<file path="config.mk">
export PLATFORM = sky130hd
export DESIGN_NAME = ddr4_cmd_scheduler
export DESIGN_NICKNAME = d
export VERILOG_FILES = /design/src/rtl/ddr4_pkg.sv /design/src/rtl/ddr4_timer.sv /design/src/rtl/ddr4_cmd_scheduler.sv
export SDC_FILE = /design/constraint.sdc
export NUM_CORES = 1
export LEC_CHECK = 0
export ABC_CLOCK_PERIOD_IN_PS = 2600
export CAP_MARGIN = 30
export CORE_UTILIZATION = 40
export CTS_CLUSTER_SIZE = 40
export DETAILED_ROUTE_END_ITERATION = 7
export PLACE_DENSITY_LB_ADDON = 0.12
export RECOVER_POWER = 50
export SYNTH_ARGS = -nofsm -noshare
export SYNTH_HDL_FRONTEND = slang
export SYNTH_SLANG_ARGS = --single-unit
</file>
<file path="constraint.sdc">
create_clock -name CK_t -period 2.6 [get_ports CK_t]
set_clock_uncertainty 0.05 [all_clocks]
set_input_delay 0.78 -clock CK_t [delete_from_list [all_inputs] [get_ports CK_t]]
set_output_delay 0.78 -clock CK_t [all_outputs]
set_load 0.01 [all_outputs]
</file>
<file path="src/rtl/ddr4_pkg.sv">
// Shared DDR4 command encodings, scheduler states and default timing constants.
package ddr4_pkg;

  typedef enum logic [2:0] {
    CMD_NOP = 3'd0,
    CMD_ACT = 3'd1,
    CMD_RD  = 3'd2,
    CMD_WR  = 3'd3,
    CMD_PRE = 3'd4
  } cmd_e;

  typedef enum logic [2:0] {
    ST_INIT,
    ST_IDLE,
    ST_PRE,
    ST_PRE_WAIT,
    ST_ACT,
    ST_ACT_WAIT,
    ST_CAS,
    ST_CAS_WAIT
  } state_e;

  localparam int T_MOD_DEF = 5;
  localparam int T_RCD_DEF = 5;
  localparam int T_CCD_DEF = 5;
  localparam int T_RP_DEF  = 5;

  function automatic int max4(input int a, input int b, input int c, input int d);
    int m;
    m = a;
    if (b > m) m = b;
    if (c > m) m = c;
    if (d > m) m = d;
    return m;
  endfunction

endpackage

</file>
<file path="src/rtl/ddr4_timer.sv">
// Loadable down-counter for inter-command spacing; load takes effect next cycle,
// then counts down by one per cycle and holds at zero.
module ddr4_timer #(
  parameter int TW = 3
) (
  input  logic          clk_i,
  input  logic          rst_i,
  input  logic          load_i,
  input  logic [TW-1:0] load_val_i,
  output logic [TW-1:0] value_o,
  output logic          zero_o
);

  logic [TW-1:0] value_q;

  always_ff @(posedge clk_i) begin
    if (rst_i) begin
      value_q <= '0;
    end else if (load_i) begin
      value_q <= load_val_i;
    end else if (value_q != '0) begin
      value_q <= value_q - TW'(1);
    end
  end

  assign value_o = value_q;
  assign zero_o  = (value_q == '0);

endmodule

</file>
<file path="src/rtl/ddr4_cmd_scheduler.sv">
// Round-robin DDR4 command sequencer for one read and one write requester (open-page policy).
// Grant in IDLE costs one cycle; requests are held by the host until acked and ignored outside IDLE.
module ddr4_cmd_scheduler
  import ddr4_pkg::*;
#(
  parameter int tMOD  = T_MOD_DEF,
  parameter int tRCD  = T_RCD_DEF,
  parameter int tCCD  = T_CCD_DEF,
  parameter int tRP   = T_RP_DEF,
  parameter int BA_W  = 2,
  parameter int ROW_W = 4,
  parameter int COL_W = 4
) (
  input  logic                        CK_t,
  input  logic                        rst,
  input  logic                        rd_req,
  input  logic [BA_W+ROW_W+COL_W-1:0] rd_addr,
  output logic                        rd_ack,
  input  logic                        wr_req,
  input  logic [BA_W+ROW_W+COL_W-1:0] wr_addr,
  output logic                        wr_ack,
  output logic [2:0]                  cmd,
  output logic [BA_W-1:0]             cmd_ba,
  output logic [ROW_W-1:0]            cmd_addr,
  output logic                        ready,
  output logic                        busy
);

  localparam int AW = BA_W + ROW_W + COL_W;
  localparam int NB = 1 << BA_W;
  localparam int TW = $clog2(max4(tMOD, tRCD, tCCD, tRP) + 1);

  if (tMOD < 1 || tRCD < 1 || tCCD < 1 || tRP < 1 ||
      BA_W < 1 || ROW_W < 1 || COL_W < 1 || COL_W > ROW_W) begin : g_param_check
    $error("ddr4_cmd_scheduler: illegal parameter value");
  end

  state_e            state_q, state_d;
  logic              ready_q;
  logic [TW-1:0]     init_cnt_q;
  logic              last_wr_q;
  logic              dir_wr_q;
  logic [BA_W-1:0]   ba_q;
  logic [ROW_W-1:0]  row_q;
  logic [COL_W-1:0]  col_q;
  logic [NB-1:0]     open_q;
  logic [ROW_W-1:0]  open_row_q [NB];

  logic              grant, gnt_wr;
  logic [AW-1:0]     gnt_addr;
  logic [BA_W-1:0]   gnt_ba;
  logic [ROW_W-1:0]  gnt_row;
  logic [COL_W-1:0]  gnt_col;
  logic              tmr_load, tmr_zero;
  logic [TW-1:0]     tmr_load_val, tmr_val;
  logic              init_done, wait_done;

  // Write wins only when alone or when read was granted last.
  assign gnt_wr    = wr_req && (!rd_req || !last_wr_q);
  assign gnt_addr  = gnt_wr ? wr_addr : rd_addr;
  assign gnt_ba    = gnt_addr[AW-1 -: BA_W];
  assign gnt_row   = gnt_addr[ROW_W+COL_W-1 -: ROW_W];
  assign gnt_col   = gnt_addr[COL_W-1:0];
  assign init_done = (init_cnt_q == TW'(tMOD - 1));
  // Wait state is entered holding tX-1 and left on its last cycle, so the next command lands tX after issue.
  assign wait_done = tmr_zero || (tmr_val == TW'(1));

  ddr4_timer #(.TW(TW)) u_timer (
    .clk_i      (CK_t),
    .rst_i      (rst),
    .load_i     (tmr_load),
    .load_val_i (tmr_load_val),
    .value_o    (tmr_val),
    .zero_o     (tmr_zero)
  );

  always_comb begin
    state_d      = state_q;
    grant        = 1'b0;
    tmr_load     = 1'b0;
    tmr_load_val = '0;
    case (state_q)
      ST_INIT: if (init_done) state_d = ST_IDLE;
      ST_IDLE: begin
        if (rd_req || wr_req) begin
          grant = 1'b1;
          if (!open_q[gnt_ba])                    state_d = ST_ACT;
          else if (open_row_q[gnt_ba] == gnt_row) state_d = ST_CAS;
          else                                    state_d = ST_PRE;
        end
      end
      ST_PRE: begin
        tmr_load     = 1'b1;
        tmr_load_val = TW'(tRP - 1);
        state_d      = (tRP == 1) ? ST_ACT : ST_PRE_WAIT;
      end
      ST_PRE_WAIT: if (wait_done) state_d = ST_ACT;
      ST_ACT: begin
        tmr_load     = 1'b1;
        tmr_load_val = TW'(tRCD - 1);
        state_d      = (tRCD == 1) ? ST_CAS : ST_ACT_WAIT;
      end
      ST_ACT_WAIT: if (wait_done) state_d = ST_CAS;
      ST_CAS: begin
        tmr_load     = 1'b1;
        tmr_load_val = TW'(tCCD - 1);
        state_d      = (tCCD == 1) ? ST_IDLE : ST_CAS_WAIT;
      end
      ST_CAS_WAIT: if (wait_done) state_d = ST_IDLE;
      default:     state_d = ST_INIT;
    endcase
  end

  always_comb begin
    cmd      = CMD_NOP;
    cmd_ba   = '0;
    cmd_addr = '0;
    rd_ack   = 1'b0;
    wr_ack   = 1'b0;
    case (state_q)
      ST_PRE: begin
        cmd    = CMD_PRE;
        cmd_ba = ba_q;
      end
      ST_ACT: begin
        cmd      = CMD_ACT;
        cmd_ba   = ba_q;
        cmd_addr = row_q;
      end
      ST_CAS: begin
        cmd      = dir_wr_q ? CMD_WR : CMD_RD;
        cmd_ba   = ba_q;
        cmd_addr = ROW_W'(col_q);
        rd_ack   = !dir_wr_q;
        wr_ack   = dir_wr_q;
      end
      default: ;
    endcase
  end

  always_ff @(posedge CK_t) begin
    if (rst) begin
      state_q    <= ST_INIT;
      ready_q    <= 1'b0;
      init_cnt_q <= '0;
      last_wr_q  <= 1'b1;
      dir_wr_q   <= 1'b0;
      ba_q       <= '0;
      row_q      <= '0;
      col_q      <= '0;
      open_q     <= '0;
      for (int b = 0; b < NB; b++) open_row_q[b] <= '0;
    end else begin
      state_q <= state_d;
      if (state_q == ST_INIT) begin
        init_cnt_q <= init_cnt_q + TW'(1);
        if (init_done) ready_q <= 1'b1;
      end
      if (grant) begin
        last_wr_q <= gnt_wr;
        dir_wr_q  <= gnt_wr;
        ba_q      <= gnt_ba;
        row_q     <= gnt_row;
        col_q     <= gnt_col;
      end
      if (state_q == ST_PRE) open_q[ba_q] <= 1'b0;
      if (state_q == ST_ACT) begin
        open_q[ba_q]     <= 1'b1;
        open_row_q[ba_q] <= row_q;
      end
    end
  end

  assign ready = ready_q;
  assign busy  = (state_q != ST_IDLE);

endmodule

</file>
==> results.cfg, run 1 <==
[outcome]
status = complete, no violations

[synthesis]
postSynthAreaPerCell_um2 = 9.66
yosysMostFrequentCell = mux2i_1
synth-seq-cells = 42
syn_nets = 271
async_reset_ff_share_pct = 0
ys_warn_count = 0
yosysSeqAreaShare_pct = 42.8
synth_largest_area_cell = dfxtp_1
synth_edf_count = 16
ys_types = 36
synth_common_cells = mux2i_1, nor2_1, dfxtp_1, and2_1, edfxtp_1
synth_top_area_share_pct = 22.3
synth_flop_cell = dfxtp_1
synth_area_um2 = 2340
yosys-top-cells-area = dfxtp_1, edfxtp_1, mux2i_1
synthCells = 242

[routing]
viasPerCell = 5.10
wl_per_cell_um = 14.8
ant_nets = 0
drt-initial-drc-count = 57
vias = 1914
drc_errors = 0
drt-pass1-iter-count = 4
routed_wl_um = 5550

[critical_path]
crit_path_start_kind = flip-flop
worst-path-stages = 4
regToRegSetupSlack_ns = 0.75
crit_chain = nand2b_2 > buf_4 > nor2_1 > clkdlybuf4s50_1
critPathMaxFanout = 8
slowest_stage = clkdlybuf4s50_1
slowest_delay_ns = 0.54
rr_worst_depth = 7
cp_top_family = buffers and inverters
crit_type = reg -> out
rr_endpoint = state_q[2]$_SDFFE_PP0P_
critPathArrivalTime_ns = 1.71
crit_end = cmd_addr[1]
path_buf_inv = 2
cp.required_ns = 1.77
worstSetupEndpointType = primary output
rr_startpoint = last_wr_q$_SDFFE_PP1P_
worstSetupStartpoint = state_q[0]$_SDFFE_PP0P_

[power_and_ir_drop]
clockPowerShare_pct = 19.3
share_seq_of_total_power_pct = 44.2
ir_drop_v = 0.000581
swShare_pct = 34.8
p_switching_mw = 0.736
finalPower_mw = 2.11
p_leak_nw = 1.26
combPwrFrac_pct = 36.5
power.internal_mw = 1.38
power_density_nw_per_um2 = 683

[sta]
slew_violations = 0
finalCriticalPeriod_ns = 2.54
slew_headroom_pct = 51.5
final_hold_viol_count = 0
worst_slew_pin_slew_ns = 0.721
finalSetupViolCount = 0
period_share_pct = 97.5
fin_tns_setup_ns = 0
rsz0062_at_grt = no
clock.fmax_mhz = 394

[clock_network]
cts-htree-levels = 2
clk_latency_ns = 0.30
clockBufferDepth = 2
cts_tree = yes
cts_made_buffers = 5
ctsHoldBuffers = 0
root_buffer = clkbuf_8
clkSinkCount = 42
clkTransAtPathRegs_ns = 0.07

[grt]
grt_pass1_wl_um = 8910
grtUsageTotal_pct = 19.2
antenna_found_initial = 0
grt_max_degree = 28
grt_pass1_vias = 1799
grt-ovfl-total = 0

[place]
placed_cells = 362
dp_hpwl_um = 4020
gp_congestion = 0.836
io_buffers = 36

[min_path]
hold_start = ready$_SDFFE_PP0P_
hold_class = reg -> reg

[final_layout]
nets = 331
syn2layout_area_growth_pct = 32.3
drive_gt1_share_pct = 15.2
diodes = 0
final_cells = 375

[die]
die_w_um = 78.5
boundaryPins = 37
start_util_pct = 42.0
row_count = 27
die_area_um2 = 6160
die_h_um = 78.5
core_area_um2 = 5570

[run]
cap_violations = 0
-- worst min-delay path, stage by stage (launching register included) --
cell     delay [ns]
dfxtp_1        0.33
a31oi_1        0.05
nor2_1         0.07
-- sequential cells by signal (all words and copies together), names as in the netlist --
| name | cells |
|---|---|
| init_cnt_q | 3 |
| state_q | 3 |
| open_q | 4 |
| open_row_q | 16 |
| col_q | 4 |
| u_timer.value_o | 3 |
| last_wr_q | 1 |
| ba_q | 2 |
| row_q | 4 |
| dir_wr_q | 1 |
| ready | 1 |
-- power groups by stage --
stage / clock network [mW] / logic, mW / registers [mW]
2_1_floorplan: 0 / 0.518 / 0.895
3_3_place_gp: 0 / 0.751 / 0.932
3_5_place_dp: 0 / 0.756 / 0.935
4_1_cts: 0.418 / 0.766 / 0.923
5_1_grt: 0.448 / 0.867 / 0.947
6_report: 0.408 / 0.771 / 0.933
-- placed cells by master, fill, tap and decap left out, types with 9 or more instances in the layout --
cell type	n
edfxtp_1	16
o21ai_0	10
buf_4	27
and2_1	19
a21oi_1	10
a211oi_1	10
nor3_1	9
mux2i_1	42
clkdlybuf4s50_1	30
dfxtp_1	24
nor2_1	35
-- kinds of logic (layout without fill, tap and decap cells) --
logic type,count (synthesis),after routing,share of synthesized area (%)
AO/OA/AOI/OAI,43,43,11.5
flip-flops,42,42,42.8
multiplexers,44,44,19.9
AND/OR/NAND/NOR,80,80,16.5
adder cells (fa/ha/maj),5,5,2.68
buffers and inverters,21,82,4.01
XOR/XNOR,7,7,2.62
-- area by class of cell --
cell class / count / area, um2
Inverter: 8 / 30.0
Fill cell: 546 / 2480
Clock buffer: 8 / 80.1
Sequential cell: 42 / 1000
Tap cell: 72 / 90.1
Multi-Input combinational cell: 179 / 1270
Timing Repair Buffer: 66 / 623
-- repair_timing --
item | in CTS | in global routing
endpoints found under the setup margin | 10 | 12
gates resized for setup | 5 | 10
pin swaps | 0 | 0
buffers inserted | 0 | 5
-- per-stage QoR --
stage	utilization, %	cell area (um2)	hold slack [ns]	worst slack (ns)
4_1_cts	54.3	3020	0.426	0.00112
3_3_place_gp	52.7	2940	0.401	-0.197
3_5_place_dp	52.7	2940	0.405	-0.296
2_1_floorplan	-	2340	0.405	0.257
5_1_grt	55.5	3090	0.483	0.000515
6_report	55.5	3090	0.424	0.0638
-- worst min path at each step --
stage	to	depth (start not counted)
floorplan	open_q[0]$_SDFF_PP0_	2
global placement	ready$_SDFFE_PP0P_	2
detailed placement	ready$_SDFFE_PP0P_	2
CTS	ready$_SDFFE_PP0P_	2
global route	ready$_SDFFE_PP0P_	2
finish	ready$_SDFFE_PP0P_	2
-- metal layers --
layer	routed length (um)	track usage, %
met5	0	0
met4	92	7.04
met3	288	4.65
met2	2600	29.9
met1	2580	25.8
Note: power is estimated with default switching activity, not from simulation.
==> inputs of run 2 (changes only) <==
GPL_ROUTABILITY_DRIVEN = 0   (was unset)
==> results of run 2 <==
The final DEF is identical to that of run 1; final timing and power are the same.
==> patch 1: new RTL, config.mk and constraints of run 1 <==
Re-encode `state_e` (8 states) as one-hot, 8 bits wide.
--- a/src/rtl/ddr4_pkg.sv
+++ b/src/rtl/ddr4_pkg.sv
@@ -10,13 +10,13 @@
   } cmd_e;
 
-  typedef enum logic [2:0] {
-    ST_INIT,
-    ST_IDLE,
-    ST_PRE,
-    ST_PRE_WAIT,
-    ST_ACT,
-    ST_ACT_WAIT,
-    ST_CAS,
-    ST_CAS_WAIT
+  typedef enum logic [7:0] {
+    ST_INIT     = 8'b00000001,
+    ST_IDLE     = 8'b00000010,
+    ST_PRE      = 8'b00000100,
+    ST_PRE_WAIT = 8'b00001000,
+    ST_ACT      = 8'b00010000,
+    ST_ACT_WAIT = 8'b00100000,
+    ST_CAS      = 8'b01000000,
+    ST_CAS_WAIT = 8'b10000000
   } state_e;
 
Behaviour: same outputs for any inputs over 10 cycles, from zero or initial values and one cycle with rst high; not proved beyond that.
==> patch 1 against run 1 <==
- synthesized area increased by 14%
- power decreased by 0.30%
- sequential cell count increased by 5
- the run now ends with negative setup slack left
- largest cell class unchanged
- final area increased by 16%
- wire length increased by 11%
- clock power increased by 36%
- largest power group unchanged
- utilization increased by 0.64 points
- worst setup slack got worse by 0.094 ns
- register-to-register slack got worse by 0.41 ns
==> patch 1: results <==
{
  "status": "finished with violations",
  "violations": "negative setup slack",
  "cp.arrival_ns": 1.80,
  "min_path_type": "reg -> reg",
  "hold-path-endpoint": "open_q[0]$_SDFF_PP0_",
  "path_max_fanout": 3,
  "drt_iter0_drc": 74,
  "nFillCells": 596,
  "cts-root-buf": "clkbuf_8",
  "fin_hold_ws_ns": 0.438,
  "synth_edf_count": 16,
  "setup_violations": 1,
  "grt_first_pass_wirelength_microns": 10500,
  "grt_pass1_vias": 2190,
  "synth_nets": 303,
  "io_buffers": 36,
  "slew_headroom": 0.691,
  "grtUsageTotal": 0.192,
  "intPower_w": 0.00146,
  "top_regs": "open_row_q (16), state_q (8)",
  "synth_area_leaders": "dfxtp_1, edfxtp_1, mux2i_1",
  "hp-start": "open_q[0]$_SDFF_PP0_",
  "leakagePower_nw": 1.50,
  "placed_area_sq_um": 3390,
  "antenna_found_initial": 0,
  "first_pass_iters": 4,
  "h-tree-depth": 2,
  "drive_gt1_frac": 0.266,
  "diodes": 0,
  "synth_cell_types": 49,
  "async_flop_share": 0,
  "r2r_slack_ns": 0.34,
  "wire_per_inst_microns": 14.6,
  "fin_ws_ns": -0.0300,
  "regToRegStartpoint": "state_q[3]$_SDFFE_PP0P_",
  "r2r_cells": 9,
  "cts_buffers": 5,
  "ys_seq_area_frac": 0.412,
  "worstHoldPathCells": 2,
  "clk_pin_slew_ns": 0.10,
  "synth_common_cells": "mux2i_1, dfxtp_1, nor2_1, edfxtp_1, and2_1",
  "cts.path.max_buffers": 2,
  "nNetsFinal": 374,
  "clkLatencyLatePin_ns": 0.31,
  "yosys_warnings": 0,
  "gp_congestion": 0.878,
  "ir_worst_vdd_mv": 0.446,
  "drt-vias-per-instance": 5.10,
  "grt_max_degree": 28,
  "dp_hpwl_microns": 4660,
  "rr_endpoint": "open_row_q[1][3]$_SDFFCE_PN0P_"
}
[patch 1: worst max path at each step]
stage / to / slack, ns / cells past startpoint / startpoint
final: cmd_ba[1] / -0.03 / 8 / state_q[3]$_SDFFE_PP0P_
after global routing: cmd_ba[1] / -0.13 / 8 / state_q[3]$_SDFFE_PP0P_
after CTS: cmd_ba[1] / -0.07 / 8 / state_q[3]$_SDFFE_PP0P_
after detailed placement: state_q[6]$_SDFFE_PP0P_ / -0.28 / 10 / wr_req
after global placement: state_q[6]$_SDFFE_PP0P_ / -0.26 / 10 / wr_req
after floorplan: cmd[0] / 0.05 / 7 / state_q[5]$_SDFFE_PP0P_
[patch 1: metrics by stage]
stage	setup TNS, ns	util	cells	setup slack, ns
2_1_floorplan	0	-	274	0.0458
3_5_place_dp	-1.90	0.531	411	-0.280
5_1_grt	-0.576	0.562	423	-0.133
6_report	-0.0300	0.562	423	-0.0300
3_3_place_gp	-1.66	0.531	411	-0.264
4_1_cts	-0.0824	0.548	421	-0.0682
[patch 1: timing repair]
| item | CTS | global route |
|---|---|---|
| setup buffers | 2 | 2 |
| pin swaps | 3 | 10 |
| endpoints found under the setup margin | 12 | 13 |
| resized for setup | 52 | 24 |
| hold buffers | 0 | 0 |
[patch 1: layer usage]
metal  global-route usage  wire [microns]
met4               0.0555              74
met5                    0               0
met2                0.326            3040
met3               0.0406             197
met1                0.244            2850
[patch 1: cell type report]
type                    count  share of cell area
multi-input cells         201               0.423
flip-flops and latches     47               0.308
repair buffers             80               0.199
well taps                  77              0.0269
clock buffers               5              0.0192
clock inverters             3              0.0129
inverters                  10              0.0112
[patch 1: critical path, cell delays in order (launching register included)]
cell      delay, ns
dfxtp_2        0.35
nor3_4         0.19
nor3b_2        0.19
buf_4          0.14
buf_6          0.09
buf_6          0.08
o211ai_1       0.14
nor2_1         0.16
buf_2          0.15
[patch 1: cell families after synthesis]
group / after synthesis / synth area share
buffers and inverters: 26 / 0.0431
DFF: 47 / 0.412
xor gates and xnor gates: 11 / 0.0361
muxes: 44 / 0.165
AOI/OAI and AO/OA: 46 / 0.117
and+or+nand+nor: 95 / 0.202
adders and majority gates: 5 / 0.0234
[patch 1: power groups by stage]
| stage | registers (W) | logic [W] | clock network (W) |
|---|---|---|---|
| after floorplan | 0.000879 | 0.000450 | 0 |
| after global placement | 0.000893 | 0.000628 | 0 |
| after detailed placement | 0.000895 | 0.000642 | 0 |
| after CTS | 0.000883 | 0.000662 | 0.000571 |
| after global routing | 0.000895 | 0.000753 | 0.000597 |
| final | 0.000884 | 0.000669 | 0.000553 |
==> patch 2: new RTL, settings of run 1 <==
Made on the original files. `T_RP_DEF`: 5 -> 10.
--- a/src/rtl/ddr4_pkg.sv
+++ b/src/rtl/ddr4_pkg.sv
@@ -24,5 +24,5 @@
   localparam int T_RCD_DEF = 5;
   localparam int T_CCD_DEF = 5;
-  localparam int T_RP_DEF  = 5;
+  localparam int T_RP_DEF  = 10;
 
   function automatic int max4(input int a, input int b, input int c, input int d);
Formal check against the unedited RTL: no difference found for any inputs over 10 cycles, from zero or initial values and one cycle with rst high; that may be too few to reach the edited logic, so the function may still have changed.
==> patch 2 against run 1 <==
- wire length is essentially flat
- power grew 11%
- register-to-register slack lost 0.19 ns
- sequential power grew 6.3%
- cell count grew 2.4%
- sequential cell count grew 2
- final area grew 2.9%
- count of clock-buffer cells in the layout shrank 2
- synthesized area grew 4.5%
- worst setup slack gained 0.025 ns
- critical endpoint is now wr_ack
- largest power group unchanged
==> patch 2: results <==
{
  "synth_area_leaders": "dfxtp_1, edfxtp_1, mux2i_1",
  "nNetsFinal": 337,
  "gp_congestion": 0.729,
  "status": "finished, final reports clean",
  "grtUsageTotal": 0.190,
  "globalRouteMet3Util": 0.0239,
  "regToRegStartpoint": "state_q[0]$_SDFFE_PP0P_",
  "critical_path.endpoint": "wr_ack",
  "ir_worst_vdd_mv": 0.406,
  "vias": 1992,
  "synth_cell_types": 37,
  "synth_nets": 284,
  "synth_compound_area_frac": 0.102,
  "drive_gt1_frac": 0.126,
  "slew_headroom": 0.492,
  "r2r_cells": 5,
  "leakagePower_nw": 1.22,
  "ys_seq_area_frac": 0.426,
  "grt_first_pass_wirelength_microns": 9180,
  "grt_pass1_vias": 1947,
  "dp_hpwl_microns": 4060,
  "synth_xor_area_frac": 0.0358,
  "grt_max_degree": 33,
  "nFillCells": 552,
  "use_met1": 0.249,
  "crit_path_start": "state_q[2]$_SDFFE_PP0P_",
  "drt-total-wl_microns": 5560,
  "placed_area_sq_um": 3050,
  "r2r_slack_ns": 0.56,
  "dp_cells": 376,
  "cp.arrival_ns": 1.68
}
==> patch 2: per-layer routing <==
layer | part of all wire | routed length, microns | vias to the layer above
met1 | 0.49 | 2710 | 932
li1 | - | - | 1005
met5 | 0 | 0 | -
met4 | 0.017 | 96 | 0
met3 | 0.030 | 165 | 10
met2 | 0.47 | 2590 | 45
==> patch 2: power breakdown <==
part | total [W] | internal [W] | switching [W] | leakage (nW)
sequential | 0.000992 | 0.000843 | 0.000148 | 0.394
combinational | 0.000849 | 0.000414 | 0.000435 | 0.766
clock | 0.000498 | 0.000247 | 0.000252 | 0.0566
==> patch 2: cells by family (layout without fill, tap and decap cells) <==
logic type                 Yosys count  in the layout
and+or+nand+nor                     90             90
muxes                               46             46
DFF                                 44             44
AOI/OAI and AO/OA                   39             39
buffers and inverters               21             75
xor gates and xnor gates            10             10
adders and majority gates            5              5
==> patch 2: area by class of cell <==
| class | instances | area [sq um] | share of cell area |
|---|---|---|---|
| clock buffer | 6 | 93.8 | 0.0295 |
| clock inverter | 2 | 11.3 | 0.00354 |
| inverter | 7 | 26.3 | 0.00825 |
| multi-input combinational | 190 | 1340 | 0.419 |
| sequential | 44 | 1040 | 0.327 |
| tap | 75 | 93.8 | 0.0295 |
| timing repair buffer | 60 | 581 | 0.182 |
==> patch 2: through the flow <==
| stage | util | TNS, ns | setup slack [ns] | hold slack, ns | total power (W) |
|---|---|---|---|---|---|
| after floorplan | - | 0 | 0.374 | 0.404 | 0.00154 |
| after global placement | 0.515 | -0.315 | -0.175 | 0.407 | 0.00183 |
| after detailed placement | 0.515 | -0.679 | -0.265 | 0.412 | 0.00184 |
| after CTS | 0.534 | 0 | 0.0367 | 0.433 | 0.00233 |
| after global routing | 0.538 | 0 | 0.00381 | 0.459 | 0.00251 |
| final | 0.538 | 0 | 0.0887 | 0.419 | 0.00234 |
